==> config.mk <==
export PLATFORM = sky130hd
export DESIGN_NAME = mux_n_rr
export DESIGN_NICKNAME = d
export VERILOG_FILES = /design/src/rtl/mux_n_rr.sv
export SDC_FILE = /design/constraint.sdc
export NUM_CORES = 1
export LEC_CHECK = 0
export ABC_CLOCK_PERIOD_IN_PS = 2200
export BUFFER_PORTS_ARGS = -buffer_cell sky130_fd_sc_hd__buf_2
export CAP_MARGIN = 40
export CORE_MARGIN = 4
export CORE_UTILIZATION = 39
export DETAILED_ROUTE_END_ITERATION = 8
export PLACE_DENSITY = 0.87
export SLEW_MARGIN = 10
export SYNTH_ARGS = -nofsm -noshare
export SYNTH_HDL_FRONTEND = slang
export SYNTH_SLANG_ARGS = --single-unit
==> constraint.sdc <==
create_clock -name clk -period 2.2 [get_ports clk]
set_clock_uncertainty 0.15 [all_clocks]
set_input_delay 0.33 -clock clk [delete_from_list [all_inputs] [get_ports clk]]
set_output_delay 0.33 -clock clk [all_outputs]
set_load 0.02 [all_outputs]
==> src/rtl/mux_n_rr.sv <==
// mux_n_rr: N-channel, WIDTH-bit multiplexer. Each channel has a valid/ready
// handshake, and one registered output stage feeds the consumer. The channel
// is picked either by the sel port (mode=0) or by round-robin among the valid
// channels (mode=1).
//
// Optional feature: define MUX_LOCK_EN to add packet locking. This adds the
// in_last port. The grant then stays on one channel from its first beat until
// a beat with in_last=1.
//
// Ports:
//   clk        rising-edge clock
//   rst_n      synchronous reset, active-low
//   mode       0 = manual select (sel), 1 = round-robin
//   sel        manual channel index; values >= N grant nothing
//   in_data    channel i data in bits [i*WIDTH +: WIDTH]
//   in_valid   per-channel valid
//   in_ready   per-channel ready, one-hot or zero
//   in_last    (MUX_LOCK_EN only) per-channel end-of-packet marker
//   out_data   registered output data
//   out_chan   index of the channel that supplied out_data
//   out_valid  output valid
//   out_ready  consumer ready
module mux_n_rr #(
  parameter int unsigned N     = 4,
  parameter int unsigned WIDTH = 8
) (
  input  logic                     clk,
  input  logic                     rst_n,
  input  logic                     mode,
  input  logic [$clog2(N)-1:0]     sel,
  input  logic [N*WIDTH-1:0]       in_data,
  input  logic [N-1:0]             in_valid,
  output logic [N-1:0]             in_ready,
`ifdef MUX_LOCK_EN
  input  logic [N-1:0]             in_last,
`endif
  output logic [WIDTH-1:0]         out_data,
  output logic [$clog2(N)-1:0]     out_chan,
  output logic                     out_valid,
  input  logic                     out_ready
);

  localparam int unsigned SEL_W = $clog2(N);
  localparam logic [SEL_W:0] N_EXT = (SEL_W+1)'(N);
  localparam logic [SEL_W-1:0] LAST_CH = SEL_W'(N - 1);

  // State registers
  logic [WIDTH-1:0] out_data_q, out_data_d;
  logic [SEL_W-1:0] out_chan_q, out_chan_d;
  logic             out_valid_q, out_valid_d;
  logic [SEL_W-1:0] rr_ptr_q, rr_ptr_d;
`ifdef MUX_LOCK_EN
  logic             lock_q, lock_d;
`endif

  // Combinational arbitration signals
  logic             pipe_ready;
  logic             sel_ok;
  logic             grant_valid;
  logic [SEL_W-1:0] grant_idx;
  logic             rr_found;
  logic [SEL_W-1:0] rr_idx;
  logic             transfer;
  logic [WIDTH-1:0] grant_data;
  logic [N-1:0]     in_ready_c;

  // The output stage can accept a beat when it is empty or is draining this cycle
  assign pipe_ready = !out_valid_q || out_ready;
  assign sel_ok     = ({1'b0, sel} < N_EXT);

  // Grant selection: manual index, or the first valid channel after rr_ptr
  always_comb begin
    grant_valid = 1'b0;
    grant_idx   = '0;
    rr_found    = 1'b0;
    rr_idx      = '0;
    if (!mode) begin
      grant_valid = sel_ok;
      grant_idx   = sel;
    end else begin
      for (int unsigned k = 1; k <= N; k++) begin
        rr_idx = SEL_W'((32'(rr_ptr_q) + k) % N);
        if (!rr_found && in_valid[rr_idx]) begin
          rr_found  = 1'b1;
          grant_idx = rr_idx;
        end
      end
      grant_valid = rr_found;
    end
`ifdef MUX_LOCK_EN
    // rr_ptr_q holds the channel of the last transfer, so it is the channel
    // that owns the lock
    if (lock_q) begin
      grant_valid = 1'b1;
      grant_idx   = rr_ptr_q;
    end
`endif
  end

  // Data of the granted channel
  always_comb begin
    grant_data = '0;
    for (int unsigned i = 0; i < N; i++) begin
      if (grant_idx == SEL_W'(i)) begin
        grant_data = in_data[i*WIDTH +: WIDTH];
      end
    end
  end

  // Per-channel ready, one-hot or zero
  always_comb begin
    in_ready_c = '0;
    for (int unsigned i = 0; i < N; i++) begin
      in_ready_c[i] = grant_valid && (grant_idx == SEL_W'(i)) && pipe_ready && rst_n;
    end
  end

  assign transfer = grant_valid && in_valid[grant_idx] && pipe_ready && rst_n;

  // Next-state logic for the output register, rr pointer and lock
  always_comb begin
    out_data_d  = out_data_q;
    out_chan_d  = out_chan_q;
    out_valid_d = out_valid_q;
    rr_ptr_d    = rr_ptr_q;
`ifdef MUX_LOCK_EN
    lock_d      = lock_q;
`endif
    if (transfer) begin
      // A load replaces any beat that drains in the same cycle, so there is no bubble
      out_data_d  = grant_data;
      out_chan_d  = grant_idx;
      out_valid_d = 1'b1;
      rr_ptr_d    = grant_idx;
`ifdef MUX_LOCK_EN
      lock_d      = !in_last[grant_idx];
`endif
    end else if (out_valid_q && out_ready) begin
      out_valid_d = 1'b0;
    end
  end

  // State registers with synchronous reset; rr_ptr starts at N-1 so channel 0 wins first
  always_ff @(posedge clk) begin
    if (!rst_n) begin
      out_data_q  <= '0;
      out_chan_q  <= '0;
      out_valid_q <= 1'b0;
      rr_ptr_q    <= LAST_CH;
`ifdef MUX_LOCK_EN
      lock_q      <= 1'b0;
`endif
    end else begin
      out_data_q  <= out_data_d;
      out_chan_q  <= out_chan_d;
      out_valid_q <= out_valid_d;
      rr_ptr_q    <= rr_ptr_d;
`ifdef MUX_LOCK_EN
      lock_q      <= lock_d;
`endif
    end
  end

  assign in_ready  = in_ready_c;
  assign out_data  = out_data_q;
  assign out_chan  = out_chan_q;
  assign out_valid = out_valid_q;

endmodule

==> reports/qor.yml <==
routing:
  routed_wl_um: 3230
  vias_per_cell: 5.20
  initialDrtViolationCount: 25
  wl_per_cell_um: 14.2
  drtAntennaViolNets: 0
  vias: 1186
  drt_drc_violations_left: 0
  drt_pre_antenna_iters: 4
worst_setup_path:
  crit_path_end_kind: "output pin"
  r2r_setup_slack_ns: -0.16
  path_max_fanout: 5
  critPathLaunchType: "register"
  crit_slowest_cell: "dfxtp_4"
  r2r_end: "out_chan[1]$_SDFFE_PN0P_"
  cpMostUsedCell: "buf_4"
  slowest_delay_ns: 0.39
  reg2reg_depth: 10
  r2r_start: "rr_ptr_q[1]$_SDFFE_PN1P_"
  crit_type: "reg -> out"
  path_cells: "nor2_2 -> and3b_1 -> o311ai_4 -> o221ai_2 -> buf_4 -> buf_4 -> nor3_4 -> buf_6"
  cp.required_ns: 1.72
  cp.arrival_ns: 1.95
hold_path:
  min_from: "out_ready"
  hold_path_class: "in -> reg"
  hold_end: "out_valid$_SDFFE_PN0P_"
  holdPathStages: 2
sta:
  timing.fmax_mhz: 411
  worst_slack_ns: -0.231
  worst_pin_slew_ns: 0.323
  fin_crit_sh: 1.11
  slew_violations: 0
  rsz0062_at_grt: "true"
  whs_ns: 0.101
  layout_min_cycle_time_ns: 2.43
  setup_viol: 15
  slew_headroom: 0.784
  hold_viol: 0
cts:
  cts_sinks: 13
  cts-root-buf: "clkbuf_4"
  clock_latency_ns: 0.27
  path_clk_slew_ns: 0.08
  cts_buffers: 3
  htree_levels: 1
  clockBufferDepth: 2
  hold_buffers: 0
  cts_tree: "done"
power:
  power.density_mw_per_mm2: 595
  max-vdd-ir-drop_v: 0.000436
  p_leak_nw: 0.859
floorplan:
  ios: 57
  dieArea_mm2: 0.00343
  initial_core_util: 0.406
  core_area_mm2: 0.00245
  die_w_um: 58.5
  num_rows: 18
  die_h_um: 58.5
job:
  maxCapViolCount: 0
yosys:
  synth-edff-count: 0
  synthCells: 121
  synth_top_area_share: 0.261
  yosys_register_bits: 13
  ys.flop_type: "dfxtp_1"
  synthArstFlopShare: 0
  synthesis.nets: 163
  synth_area_leaders: "dfxtp_1 26%, mux2i_1 21%, mux2_2 9.0%"
  synth_common_cells: "21 x mux2i_1, 15 x nor2_1, 13 x dfxtp_1, 12 x nand2_1, 9 x a21oi_1"
  yosysWarnings: 0
  yosysTopAreaCell: "dfxtp_1"
  ys_seq_area_frac: 0.261
  yosysMostFrequentCell: "mux2i_1"
  netlist_area_um2: 996
  syn_area_per_cell_um2: 8.23
  yosysUniqueCellTypes: 33
grt:
  antenna_found_initial: 0
  grt_usage: 0.189
  grt_pass1_vias: 1261
  grt_max_degree: 19
  grt_pass1_wl_um: 5140
  overflow: 0
placement:
  port_buffers: 56
  dp_hpwl_um: 2430
  placed_area_mm2: 0.00149
  place_congestion: 0.880
finish:
  fill_cells: 199
  multi_input_area_um2: 772
  drive_gt1_frac: 0.576
  register_area_um2: 265
  area_delta_synth_final_pct: 68.0
  nets: 241
  diodes: 0
  final_cell_area_mm2: 0.00167
run_status:
  outcome: "complete, but fails checks"
  violations: "negative setup slack"
-- logic make-up (layout without fill, tap and decap cells) --
kind of cell           after synthesis  count (layout)  synth area share
multiplexers                        30              30             0.313
buffers and inverters               14              91            0.0653
AO/OA/AOI/OAI                       24              24             0.166
flip-flops                          13              13             0.261
AND/OR/NAND/NOR                     40              40             0.195
-- routing by layer --
metal  global-route usage  share of wire
met5                    0              0
met4               0.0497         0.0031
met3               0.0461          0.084
met2                0.356           0.52
met1                0.208           0.40
-- worst max path at each step --
stage | startpoint | endpoint | slack [ns]
detailed placement | rr_ptr_q[1]$_SDFFE_PN1P_ | out_data[2]$_SDFFE_PN0P_ | -0.18
global route | rr_ptr_q[1]$_SDFFE_PN1P_ | in_ready[3] | -0.35
finish | rr_ptr_q[1]$_SDFFE_PN1P_ | in_ready[3] | -0.23
CTS | rr_ptr_q[1]$_SDFFE_PN1P_ | in_ready[1] | -0.23
floorplan | in_valid[1] | in_ready[1] | -0.05
global placement | rr_ptr_q[1]$_SDFFE_PN1P_ | out_data[4]$_SDFFE_PN0P_ | -0.12
-- worst max-delay path: cells and delay by family, from the launching register on --
family,cells,cell delay [ns]
compound gates,2,0.48
buf+inv,3,0.44
flops,1,0.39
simple gates,3,0.38
-- report_power, final --
group	internal, mW	switching (mW)	total, mW
logic	0.276	0.263	0.539
clock network	0.0702	0.0744	0.145
registers	0.282	0.0306	0.312
total	0.628	0.368	0.996
-- cells in the final DEF, fill, tap and decap left out, types with 2 or more instances in the layout --
cell	netlist	layout
buf_4	0	23
buf_12	0	3
buf_2	4	52
dfxtp_1	13	11
mux2i_1	21	21
clkbuf_4	0	3
buf_6	1	6
a21oi_1	9	8
inv_1	3	2
mux2_2	8	8
nor2_1	15	13
o211ai_1	2	2
nand2b_1	2	2
nand2_1	12	11
-- per-stage QoR --
stage / total power, mW / setup TNS, ns / cells / utilization / worst slack [ns]
floorplan: 0.611 / -0.481 / 121 / - / -0.0501
global placement: 0.782 / -1.41 / 217 / 0.607 / -0.115
detailed placement: 0.790 / -1.98 / 217 / 0.607 / -0.178
CTS: 0.978 / -2.41 / 226 / 0.656 / -0.234
global route: 1.06 / -3.75 / 228 / 0.681 / -0.352
finish: 0.996 / -2.38 / 228 / 0.681 / -0.231
-- final cells by class --
cell class                 instances  area share
clock buffer                       4      0.0157
inverter                           3     0.00673
multi-input combinational         94       0.461
sequential                        13       0.159
tap                               30      0.0224
timing repair buffer              84       0.335
-- sequential cells by signal, indices dropped and copies added (netlist names) --
register,count
out_data,8
out_chan,2
rr_ptr_q,2
out_valid,1
-- what timing repair did --
item                       CTS  global route
setup endpoints to repair   15            17
buffers inserted             5             3
pin swaps                    4             4
resized for setup           16             9
Power figures use the tool's default switching activity.
